===== config.mk =====
export PLATFORM = sky130hd
export DESIGN_NAME = fft_pingpong_buffer
export DESIGN_NICKNAME = d
export VERILOG_FILES = /design/src/rtl/fft_mem_pkg.sv /design/src/rtl/fft_mem_bank.sv /design/src/rtl/fft_pingpong_buffer.sv
export SDC_FILE = /design/constraint.sdc
export NUM_CORES = 1
export LEC_CHECK = 0
export ABC_AREA = 1
export CAP_MARGIN = 40
export CORE_MARGIN = 4
export CORE_UTILIZATION = 30
export CTS_BUF_LIST = sky130_fd_sc_hd__clkbuf_4
export CTS_CLUSTER_SIZE = 16
export DETAILED_ROUTE_END_ITERATION = 12
export GPL_TIMING_DRIVEN = 0
export PLACE_DENSITY_LB_ADDON = 0.12
export SLEW_MARGIN = 25
export SYNTH_ARGS = -nofsm -noshare
export SYNTH_HDL_FRONTEND = slang
export SYNTH_HIERARCHICAL = 1
export SYNTH_SLANG_ARGS = --single-unit

===== constraint.sdc =====
create_clock -name clk -period 3.35 [get_ports clk]
set_input_delay 0.335 -clock clk [delete_from_list [all_inputs] [get_ports clk]]
set_output_delay 0.335 -clock clk [all_outputs]
set_load 0.1 [all_outputs]

===== src/rtl/fft_mem_pkg.sv =====
// fft_mem_pkg: shared FSM state types and the bit-reversal helper for the FFT ping-pong buffer
package fft_mem_pkg;
  typedef enum logic {F_FILL, F_FULL} fill_state_t;
  typedef enum logic {P_IDLE, P_BUSY} proc_state_t;
  function automatic logic [31:0] bitrev(input logic [31:0] v, input int w);
    logic [31:0] r;
    r = '0;
    for (int i = 0; i < w; i++) r[i] = v[w-1-i];
    return r;
  endfunction
endpackage


===== src/rtl/fft_mem_bank.sv =====
// fft_mem_bank: DEPTH x DATA_W memory, one sync write port, one sync read-before-write read port, no reset
//   clk        clock
//   we/wa/wd   write enable, address, data
//   ra/rd      read address, registered read data (1-cycle latency, returns old word on collision)
module fft_mem_bank #(
  parameter int DATA_W = 8,
  parameter int DEPTH = 32,
  localparam int ADDR_W = $clog2(DEPTH)
) (
  input  logic              clk,
  input  logic              we,
  input  logic [ADDR_W-1:0] wa,
  input  logic [DATA_W-1:0] wd,
  input  logic [ADDR_W-1:0] ra,
  output logic [DATA_W-1:0] rd
);
  logic [DATA_W-1:0] mem_q [DEPTH];
  logic [DATA_W-1:0] rd_q;
  always_ff @(posedge clk) begin
    if (we) mem_q[wa] <= wd;
    rd_q <= mem_q[ra];
  end
  assign rd = rd_q;
endmodule


===== src/rtl/fft_pingpong_buffer.sv =====
// fft_pingpong_buffer: two-bank ping-pong buffer between the FFT input stream and the butterfly engine
//   clk, rst (async, active-low)
//   in_valid/in_data/in_ready      input stream into the fill bank (~proc_sel)
//   proc_start/proc_busy/proc_done bank hand-off handshake with the engine
//   proc_rd_*/proc_wr_*            engine port on bank proc_sel (writes only while busy)
//   proc_sel, fill_count           engine-owned bank index, samples in current fill bank
// Build option: FFT_BITREV_WR_EN stores the input stream in bit-reversed address order.
module fft_pingpong_buffer
  import fft_mem_pkg::*;
#(
  parameter int DATA_W = 8,
  parameter int DEPTH = 32,
  localparam int ADDR_W = $clog2(DEPTH)
) (
  input  logic              clk,
  input  logic              rst,
  input  logic              in_valid,
  input  logic [DATA_W-1:0] in_data,
  output logic              in_ready,
  output logic              proc_start,
  output logic              proc_busy,
  input  logic              proc_done,
  input  logic [ADDR_W-1:0] proc_rd_addr,
  output logic [DATA_W-1:0] proc_rd_data,
  input  logic              proc_wr_en,
  input  logic [ADDR_W-1:0] proc_wr_addr,
  input  logic [DATA_W-1:0] proc_wr_data,
  output logic              proc_sel,
  output logic [ADDR_W:0]   fill_count
);
  localparam logic [ADDR_W:0] LAST = (ADDR_W+1)'(DEPTH - 1);
  fill_state_t fill_state_q, fill_state_d;
  proc_state_t proc_state_q, proc_state_d;
  logic [ADDR_W:0] fill_count_q, fill_count_d;
  logic proc_sel_q, proc_sel_d, proc_start_q, proc_start_d;
  logic rd_sel_q, rd_sel_d, rd_ok_q, rd_ok_d;
  logic accept, swap;
  logic [ADDR_W-1:0] fill_addr;
  logic [1:0] we;
  logic [ADDR_W-1:0] wa [2];
  logic [DATA_W-1:0] wd [2];
  logic [DATA_W-1:0] rd [2];
  always_comb begin
    accept = in_valid && fill_state_q == F_FILL;
    swap = fill_state_q == F_FULL && proc_state_q == P_IDLE;
    fill_count_d = swap ? '0 : accept ? fill_count_q + 1'b1 : fill_count_q;
    fill_state_d = swap ? F_FILL : (accept && fill_count_q == LAST) ? F_FULL : fill_state_q;
    proc_state_d = swap ? P_BUSY : (proc_state_q == P_BUSY && proc_done) ? P_IDLE : proc_state_q;
    proc_sel_d = proc_sel_q ^ swap;
    proc_start_d = swap;
    // read data comes from whichever bank the engine owned when the address was sampled
    rd_sel_d = proc_sel_q;
    // holds read data at zero until the banks have produced a word since reset
    rd_ok_d = 1'b1;
`ifdef FFT_BITREV_WR_EN
    fill_addr = ADDR_W'(bitrev(32'(fill_count_q[ADDR_W-1:0]), ADDR_W));
`else
    fill_addr = fill_count_q[ADDR_W-1:0];
`endif
  end
  always_ff @(posedge clk or negedge rst) begin
    if (!rst) begin
      fill_state_q <= F_FILL;
      proc_state_q <= P_IDLE;
      fill_count_q <= '0;
      proc_sel_q <= 1'b0;
      proc_start_q <= 1'b0;
      rd_sel_q <= 1'b0;
      rd_ok_q <= 1'b0;
    end else begin
      fill_state_q <= fill_state_d;
      proc_state_q <= proc_state_d;
      fill_count_q <= fill_count_d;
      proc_sel_q <= proc_sel_d;
      proc_start_q <= proc_start_d;
      rd_sel_q <= rd_sel_d;
      rd_ok_q <= rd_ok_d;
    end
  end
  for (genvar b = 0; b < 2; b++) begin : g_bank
    assign we[b] = (proc_sel_q == 1'(b)) ? proc_wr_en && proc_state_q == P_BUSY : accept;
    assign wa[b] = (proc_sel_q == 1'(b)) ? proc_wr_addr : fill_addr;
    assign wd[b] = (proc_sel_q == 1'(b)) ? proc_wr_data : in_data;
    fft_mem_bank #(.DATA_W(DATA_W), .DEPTH(DEPTH)) u_bank (
      .clk(clk),
      .we(we[b]),
      .wa(wa[b]),
      .wd(wd[b]),
      .ra(proc_rd_addr),
      .rd(rd[b])
    );
  end
  assign in_ready = fill_state_q == F_FILL;
  assign proc_start = proc_start_q;
  assign proc_busy = proc_state_q == P_BUSY;
  assign proc_sel = proc_sel_q;
  assign fill_count = fill_count_q;
  assign proc_rd_data = rd_ok_q ? rd[rd_sel_q] : '0;
endmodule


==> results of run 1 <==
[cells in the mapped netlist]
library cell,instances
nand2_1,763
edfxtp_1,512
nand3_1,415
nor2_1,82
buf_6,50
inv_1,34
buf_2,31
o21ai_0,24
dfxtp_1,16
o21ai_1,15
clkbuf_1,14
dfrtp_1,12
buf_4,11
inv_2,8
buf_1,4
nand2_2,4
nor2_4,2
o21ai_2,2
conb_1,1
ha_1,1
nand4_1,1
nor2_2,1
xor2_1,1
[critical path, delay by kind of cell, from the launching register on]
family                 cells  cell delay [ps]
buffers and inverters      3             1050
AND/OR/NAND/NOR            2              360
flip-flops                 1              490
[stage by stage]
stage	setup slack, ps	hold slack (ps)	setup TNS (ps)	instances	utilization, %
2_1_floorplan	391.2	39.41	0	2004	-
3_3_place_gp	-2365	492.1	-674850	3018	32.55
3_5_place_dp	19.89	476.4	0	3068	33.95
4_1_cts	26.19	30.42	0	3336	36.73
5_1_grt	-14.57	69.58	-14.57	3358	36.93
6_report	181.3	164.9	0	3360	36.94
[layout make-up]
class | count | area (µm²)
diodes | 4 | 10.01
plain buffers | 110 | 868.3
clock buffers | 236 | 1772
clock inverters | 25 | 221.5
fillers | 7341 | 46950
inverters | 42 | 157.7
multi-input cells | 1312 | 5739
flip-flops and latches | 540 | 16000
well taps | 969 | 1212
repair buffers | 122 | 1524
[path summary, 6_finish.rpt]
path                          start                           end  slack (ps)  cells after the start
min                        in_valid                 fill_count[0]         160                      5
max in group asynchronous       rst                 fill_count[1]        2610                      2
max                        rd_sel_q               proc_rd_data[6]         180                      5
max reg2reg                proc_sel  g_bank[1].u_bank/mem_q[1][3]         270                      5
min in group asynchronous       rst                 fill_count[2]         340                      2
min reg2reg                proc_sel                      rd_sel_q         490                      0
[per-layer routing]
metal  up-vias  wire (µm)  global-route usage, %
met1      7686      29450                  21.75
met4         2       2173                  7.229
met2       417      34960                  30.38
met3       128       3524                  3.896
met5         -         13                      0
li1       7580          -                      -
[flip-flops by register name, summed over array words and instances (netlist names)]
signal / cells
g_bank.u_bank/mem_q: 512
g_bank.u_bank/rd: 16
fill_count: 6
fill_state_q: 1
proc_busy: 1
proc_sel: 1
proc_start: 1
rd_ok_q: 1
rd_sel_q: 1
[repair_timing]
action                     4_1_cts  5_1_grt
hold endpoints to repair        29        0
gates resized for setup          4        1
hold buffers                     7        0
setup endpoints to repair        4        1
pin swaps                        0        0
[cells by family (layout without fill, tap and decap cells)]
family / count (synthesis) / count (layout) / synth area share (%)
xor+xnor: 1 / 1 / 0.03882
fa+ha+maj: 1 / 1 / 0.05543
other cells: 1 / 5 / 0.01662
compound gates: 41 / 41 / 0.9425
buf+inv: 152 / 535 / 4.546
flops: 540 / 540 / 70.88
simple gates: 1268 / 1268 / 23.52
[cells in the final DEF, fill, tap and decap left out, types with 2 or more instances in the layout]
master	synthesis	final
nor2_4	2	2
buf_6	50	50
dfxtp_1	16	16
buf_1	4	4
nor2_2	1	6
dfrtp_1	12	12
o21ai_0	24	15
clkdlybuf4s50_1	0	42
clkinvlp_4	0	6
dlygate4sd3_1	0	7
nand2_2	4	4
bufinv_16	0	3
buf_8	0	14
clkbuf_4	0	239
o21ai_1	15	8
buf_4	11	39
inv_2	8	9
clkinv_1	0	9
nand2_1	763	763
diode_2	0	4
inv_1	34	34
clkbuf_1	14	14
o21ai_2	2	2
nor2_1	82	77
edfxtp_1	512	512
clkinv_4	0	4
buf_16	0	20
buf_2	31	38
nand3_1	415	415
o21ai_4	0	16
[where the power goes]
group	switching [mW]	internal [mW]	leakage, nW	total, mW
Combinational	3.20	1.35	4.39	4.55
Clock	2.76	3.42	1.17	6.18
Sequential	0.122	8.47	4.91	8.60
Total	6.09	13.2	10.5	19.3
==> metrics.yaml, run 1 <==
clock_network:
  cts.reportedPaths.clkPinSlew_ps: 60
  clock_path_buffers: 3
  cts_buffers: 148
  cts-htree-levels: 4
  cts_tree: "yes"
  post_cts_buffers: 0
  master_cell_of_the_clock_root_buffer: "clkbuf_4"
  worstSkewPairLatency_ps: 990
  cts.sinks: 540
worst_setup_path:
  worst_setup_path_start_kind: "register"
  worst-setup-path-type: "reg2out"
  required_ps: 3010
  series_of_cell_instances_along_the_critical_path: "inv_1, nor2_1, nor2_2, clkdlybuf4s50_1, buf_8"
  worst_setup_path_end_kind: "output pin"
  crit_fanout: 9
  cpMaxStageDelayCell: "clkdlybuf4s50_1"
  max_stage_delay_ps: 590
  worst-endpoint-arrival_ps: 2830
power:
  power.density_cell_area_nw_per_um2: 702.9
  peakVddDrop_uv: 480.0
  leakagePower_nw: 10.48
  total_power_mw: 19.33
finish:
  area_growth_syn_to_layout_pct: 21.85
  post_route_cells_drive_above_1_share_pct: 19.06
  stdcell_area_um2: 27500
  final_nets: 2308
synthesis:
  unique_cell_type_count_in_the_yosys_netlist: 23
  postSynthRegisterBits: 540
  mappedNetlistArea_um2: 22570
  postSynthNetCount: 2036
  part_of_the_yosys_area_used_for_sequential_elements_pct: 70.88
  synth_top_cells_by_area: "edfxtp_1 (68%), nand2_1 (13%), nand3_1 (9.2%)"
  area_share_of_the_largest_cell_type_after_synthesis_pct: 68.13
  ys_warn_count: 6
  synth_cells: 2004
  syn_area_per_cell_um2: 11.26
  post-synth-top-area-cell: "edfxtp_1"
route:
  wire_per_inst_um: 20.87
  detailedRoute.firstPassIterationCount: 5
  vias: 15810
  drcViolationCount: 0
  detailedRoute.firstIterationViolations: 1234
  routed_wl_mm: 70.12
  final_antenna_net_count: 0
  post_drt_via_cell_ratio: 4.706
hold_path:
  min-delay-path-class: "in2reg"
placement:
  io_port_bufs: 45
  routabilityCongestion: 0.9234
  dp_hpwl_mm: 50.62
  placedInstanceArea_um2: 25270
timing:
  max_slew_margin_vs_limit_pct: 43.16
  maxClockFrequency_mhz: 315.6
  setup_clock_skew_after_layout_ps: 67.41
  min_period_ps: 3169
  finalSetupViolations: 0
  worst-slew-pin-transition_ps: 849.5
  timing_hold_violations_final: 0
  timing.final.crit_share_pct: 94.59
  maxSlewViolCount: 0
floorplan:
  chipWidth_um: 282.3
  rows: 100
  start_util_pct: 30.31
  fp.dieH_um: 282.3
  core_area_um2: 74450
  top_level_ports: 49
  dieArea_um2: 79680
grt:
  pin_count_of_the_biggest_net_entering_global_routing: 25
  grt_util_all_layers_pct: 17.71
  grt_first_pass_wirelength_mm: 102.2
  grt_remaining_overflow: 0
  grt_pass1_vias: 15840
  antenna_found_initial: 5
job:
  maxCapViolCount: 0
outcome:
  outcome: "complete, no violations"
Note: power is estimated with default switching activity, not from simulation.
==> run 2: changes to the inputs <==
--- a/config.mk
+++ b/config.mk
@@ -9,7 +9,7 @@
 export CAP_MARGIN = 40
 export CORE_MARGIN = 4
 export CORE_UTILIZATION = 30
-export CTS_BUF_LIST = sky130_fd_sc_hd__clkbuf_4
+export CTS_BUF_LIST = sky130_fd_sc_hd__clkbuf_8 sky130_fd_sc_hd__clkbuf_16
 export CTS_CLUSTER_SIZE = 16
 export DETAILED_ROUTE_END_ITERATION = 12
 export GPL_TIMING_DRIVEN = 0
==> constraint.sdc (replaced) <==
create_clock -name clk -period 3.35 [get_ports clk]
set_input_delay 0.335 -clock clk [delete_from_list [all_inputs] [get_ports clk]]
set_output_delay 0.335 -clock clk [all_outputs]
set_load 0.05 [all_outputs]
==> run 2 against run 1 <==
Against the previous run: global-route usage decreased by 0.39 points; clock skew decreased by 44 ps; critical path type unchanged; non-clock buffer count down 25; hold slack got worse by 77 ps; highest routed layer unchanged; critical endpoint is now proc_rd_data[2]; largest power group unchanged; cell count fell by 5.4%; setup slack improved by 73 ps.
==> metrics.yaml, run 2 (synthesis gave the netlist of run 1 again) <==
route:
  detailedRoute.firstPassIterationCount: 5
  vias: 15070
  detailedRoute.firstIterationViolations: 1296
  wire_per_inst_um: 21.78
  final_antenna_net_count: 0
  post_drt_via_cell_ratio: 4.742
  drcViolationCount: 0
  routed_wl_mm: 69.22
finish:
  largest_register_ffs: 512
  fin_util_pct: 36.38
  layout.cells.non_filler: 3178
  mostFrequentLayoutCells: "nand2_1 (763), edfxtp_1 (512), nand3_1 (415)"
  register_with_the_highest_flop_count: "g_bank.u_bank/mem_q"
  post_route_cells_drive_above_1_share_pct: 11.78
  most_frequent_standard_cell_in_the_layout_excluding_fill_and_tap_cells: "nand2_1"
  ff_latch_area_um2: 16000
  area_growth_syn_to_layout_pct: 20.01
  final_nets: 2193
  fillers: 7263
  stdcell_area_um2: 27080
  area_of_combinational_cells_with_multiple_inputs_um2: 5727
timing:
  timing.final.crit_share_pct: 92.41
  max_slew_margin_vs_limit_pct: 44.34
  fin_setup_tns_ps: 0
  fin_hold_ws_ps: 88.06
  min_period_ps: 3096
  maxClockFrequency_mhz: 323.0
  finalSetupViolations: 0
  worst-slew-pin-transition_ps: 831.8
  setup_clock_skew_after_layout_ps: 23.51
  rsz_0062_raised_after_global_routing: "false"
  maxSlewViolCount: 0
  timing_hold_violations_final: 0
worst_setup_path:
  reg2reg_slack_ps: 340
  required_ps: 3010
  timing.critical_path.from: "rd_sel_q"
  worst_setup_path_end_kind: "output pin"
  worst-endpoint-arrival_ps: 2760
  series_of_cell_instances_along_the_critical_path: "inv_1, nor2_1, nor2_1, clkdlybuf4s50_1"
  max_stage_delay_ps: 910
  cpMostUsedCell: "nor2_1"
  crit_fanout: 9
  worst_setup_path_start_kind: "register"
  worst-setup-path-type: "reg2out"
  timing.rr.start: "proc_sel"
  cpMaxStageDelayCell: "clkdlybuf4s50_1"
clock_network:
  worstSkewPairLatency_ps: 620
  cts.reportedPaths.clkPinSlew_ps: 60
  cts-htree-levels: 2
  hold_buffers: 0
  cts-resized-gates: 0
  clock_path_buffers: 3
  cts_tree: "yes"
  cts_buffers: 58
  post_cts_buffers: 0
  master_cell_of_the_clock_root_buffer: "clkbuf_16"
  cts.sinks: 540
floorplan:
  top_level_ports: 49
  core_area_um2: 74450
  chipWidth_um: 282.3
  fp.dieH_um: 282.3
  dieArea_um2: 79680
  rows: 100
  start_util_pct: 30.31
hold_path:
  min-delay-path-class: "in2async"
outcome:
  outcome: "complete, no violations"
grt:
  grt_pass1_vias: 14970
  antenna_found_initial: 2
  grt_util_met2_pct: 30.58
  grt_use_met3_pct: 2.460
  busiest_layer: "met2"
  grtUsageMet1_pct: 22.33
  pin_count_of_the_biggest_net_entering_global_routing: 25
  grt_remaining_overflow: 0
  grt_util_all_layers_pct: 17.32
  grt_first_pass_wirelength_mm: 101.3
power:
  leakagePower_nw: 10.13
  peakVddDrop_uv: 418.9
  power.density_cell_area_nw_per_um2: 709.7
placement:
  routabilityCongestion: 0.9234
  dp_hpwl_mm: 50.55
  io_port_bufs: 45
  placed_cells_incl_taps: 3053
  placedInstanceArea_um2: 25040
job:
  maxCapViolCount: 0
## run 2: area by class of cell
cell class,instances,area share (%)
clock buffer,63,5.654
antenna,1,0.009239
buffer,110,3.206
multi-input combinational,1312,21.14
clock inverter,44,1.455
sequential,540,59.06
inverter,42,0.5821
timing repair buffer,97,4.416
tap,969,4.476
## run 2: report_power, final
part / internal (mW) / switching (mW) / total, mW
combinational: 1.21 / 2.91 / 4.11
sequential: 8.48 / 0.122 / 8.60
clock: 3.87 / 2.64 / 6.51
total: 13.5 / 5.67 / 19.2
## run 2: final timing paths
path	to	depth (start not counted)
hold / removal	fill_state_q	1
setup / recovery	proc_rd_data[2]	4
hold reg to reg	rd_sel_q	0
setup reg to reg	g_bank[1].u_bank/mem_q[8][6]	5
min in group clk	g_bank[0].u_bank/rd[0]	3
max in group asynchronous	fill_count[1]	1
## run 2: through the flow
step                      total power [mW]  setup slack, ps
final                                19.22            254.2
after global routing                 19.99            145.8
after CTS                            19.44            269.4
after detailed placement             12.89            17.33
after global placement               12.22            -2365
after floorplan                      10.53            699.9
## run 2: worst max-delay path: cells and delay by family (launching register included)
kind,cells,cell delay (ps)
buffers and inverters,2,1140
flip-flops,1,480
AND/OR/NAND/NOR,2,510
## run 2: layer usage
layer | wire length (µm) | vias up
li1 | - | 7256
met1 | 29950 | 7399
met2 | 34810 | 312
met3 | 2703 | 102
met4 | 1744 | 2
met5 | 14 | -
==> run 3: changes to the inputs <==
--- a/config.mk
+++ b/config.mk
@@ -14,6 +14,7 @@
 export DETAILED_ROUTE_END_ITERATION = 12
 export GPL_TIMING_DRIVEN = 0
 export PLACE_DENSITY_LB_ADDON = 0.12
+export SETUP_SLACK_MARGIN = 0.05
 export SLEW_MARGIN = 25
 export SYNTH_ARGS = -nofsm -noshare
 export SYNTH_HDL_FRONTEND = slang
==> results of run 3 <==
The final DEF is identical to that of run 2; final timing and power are the same.
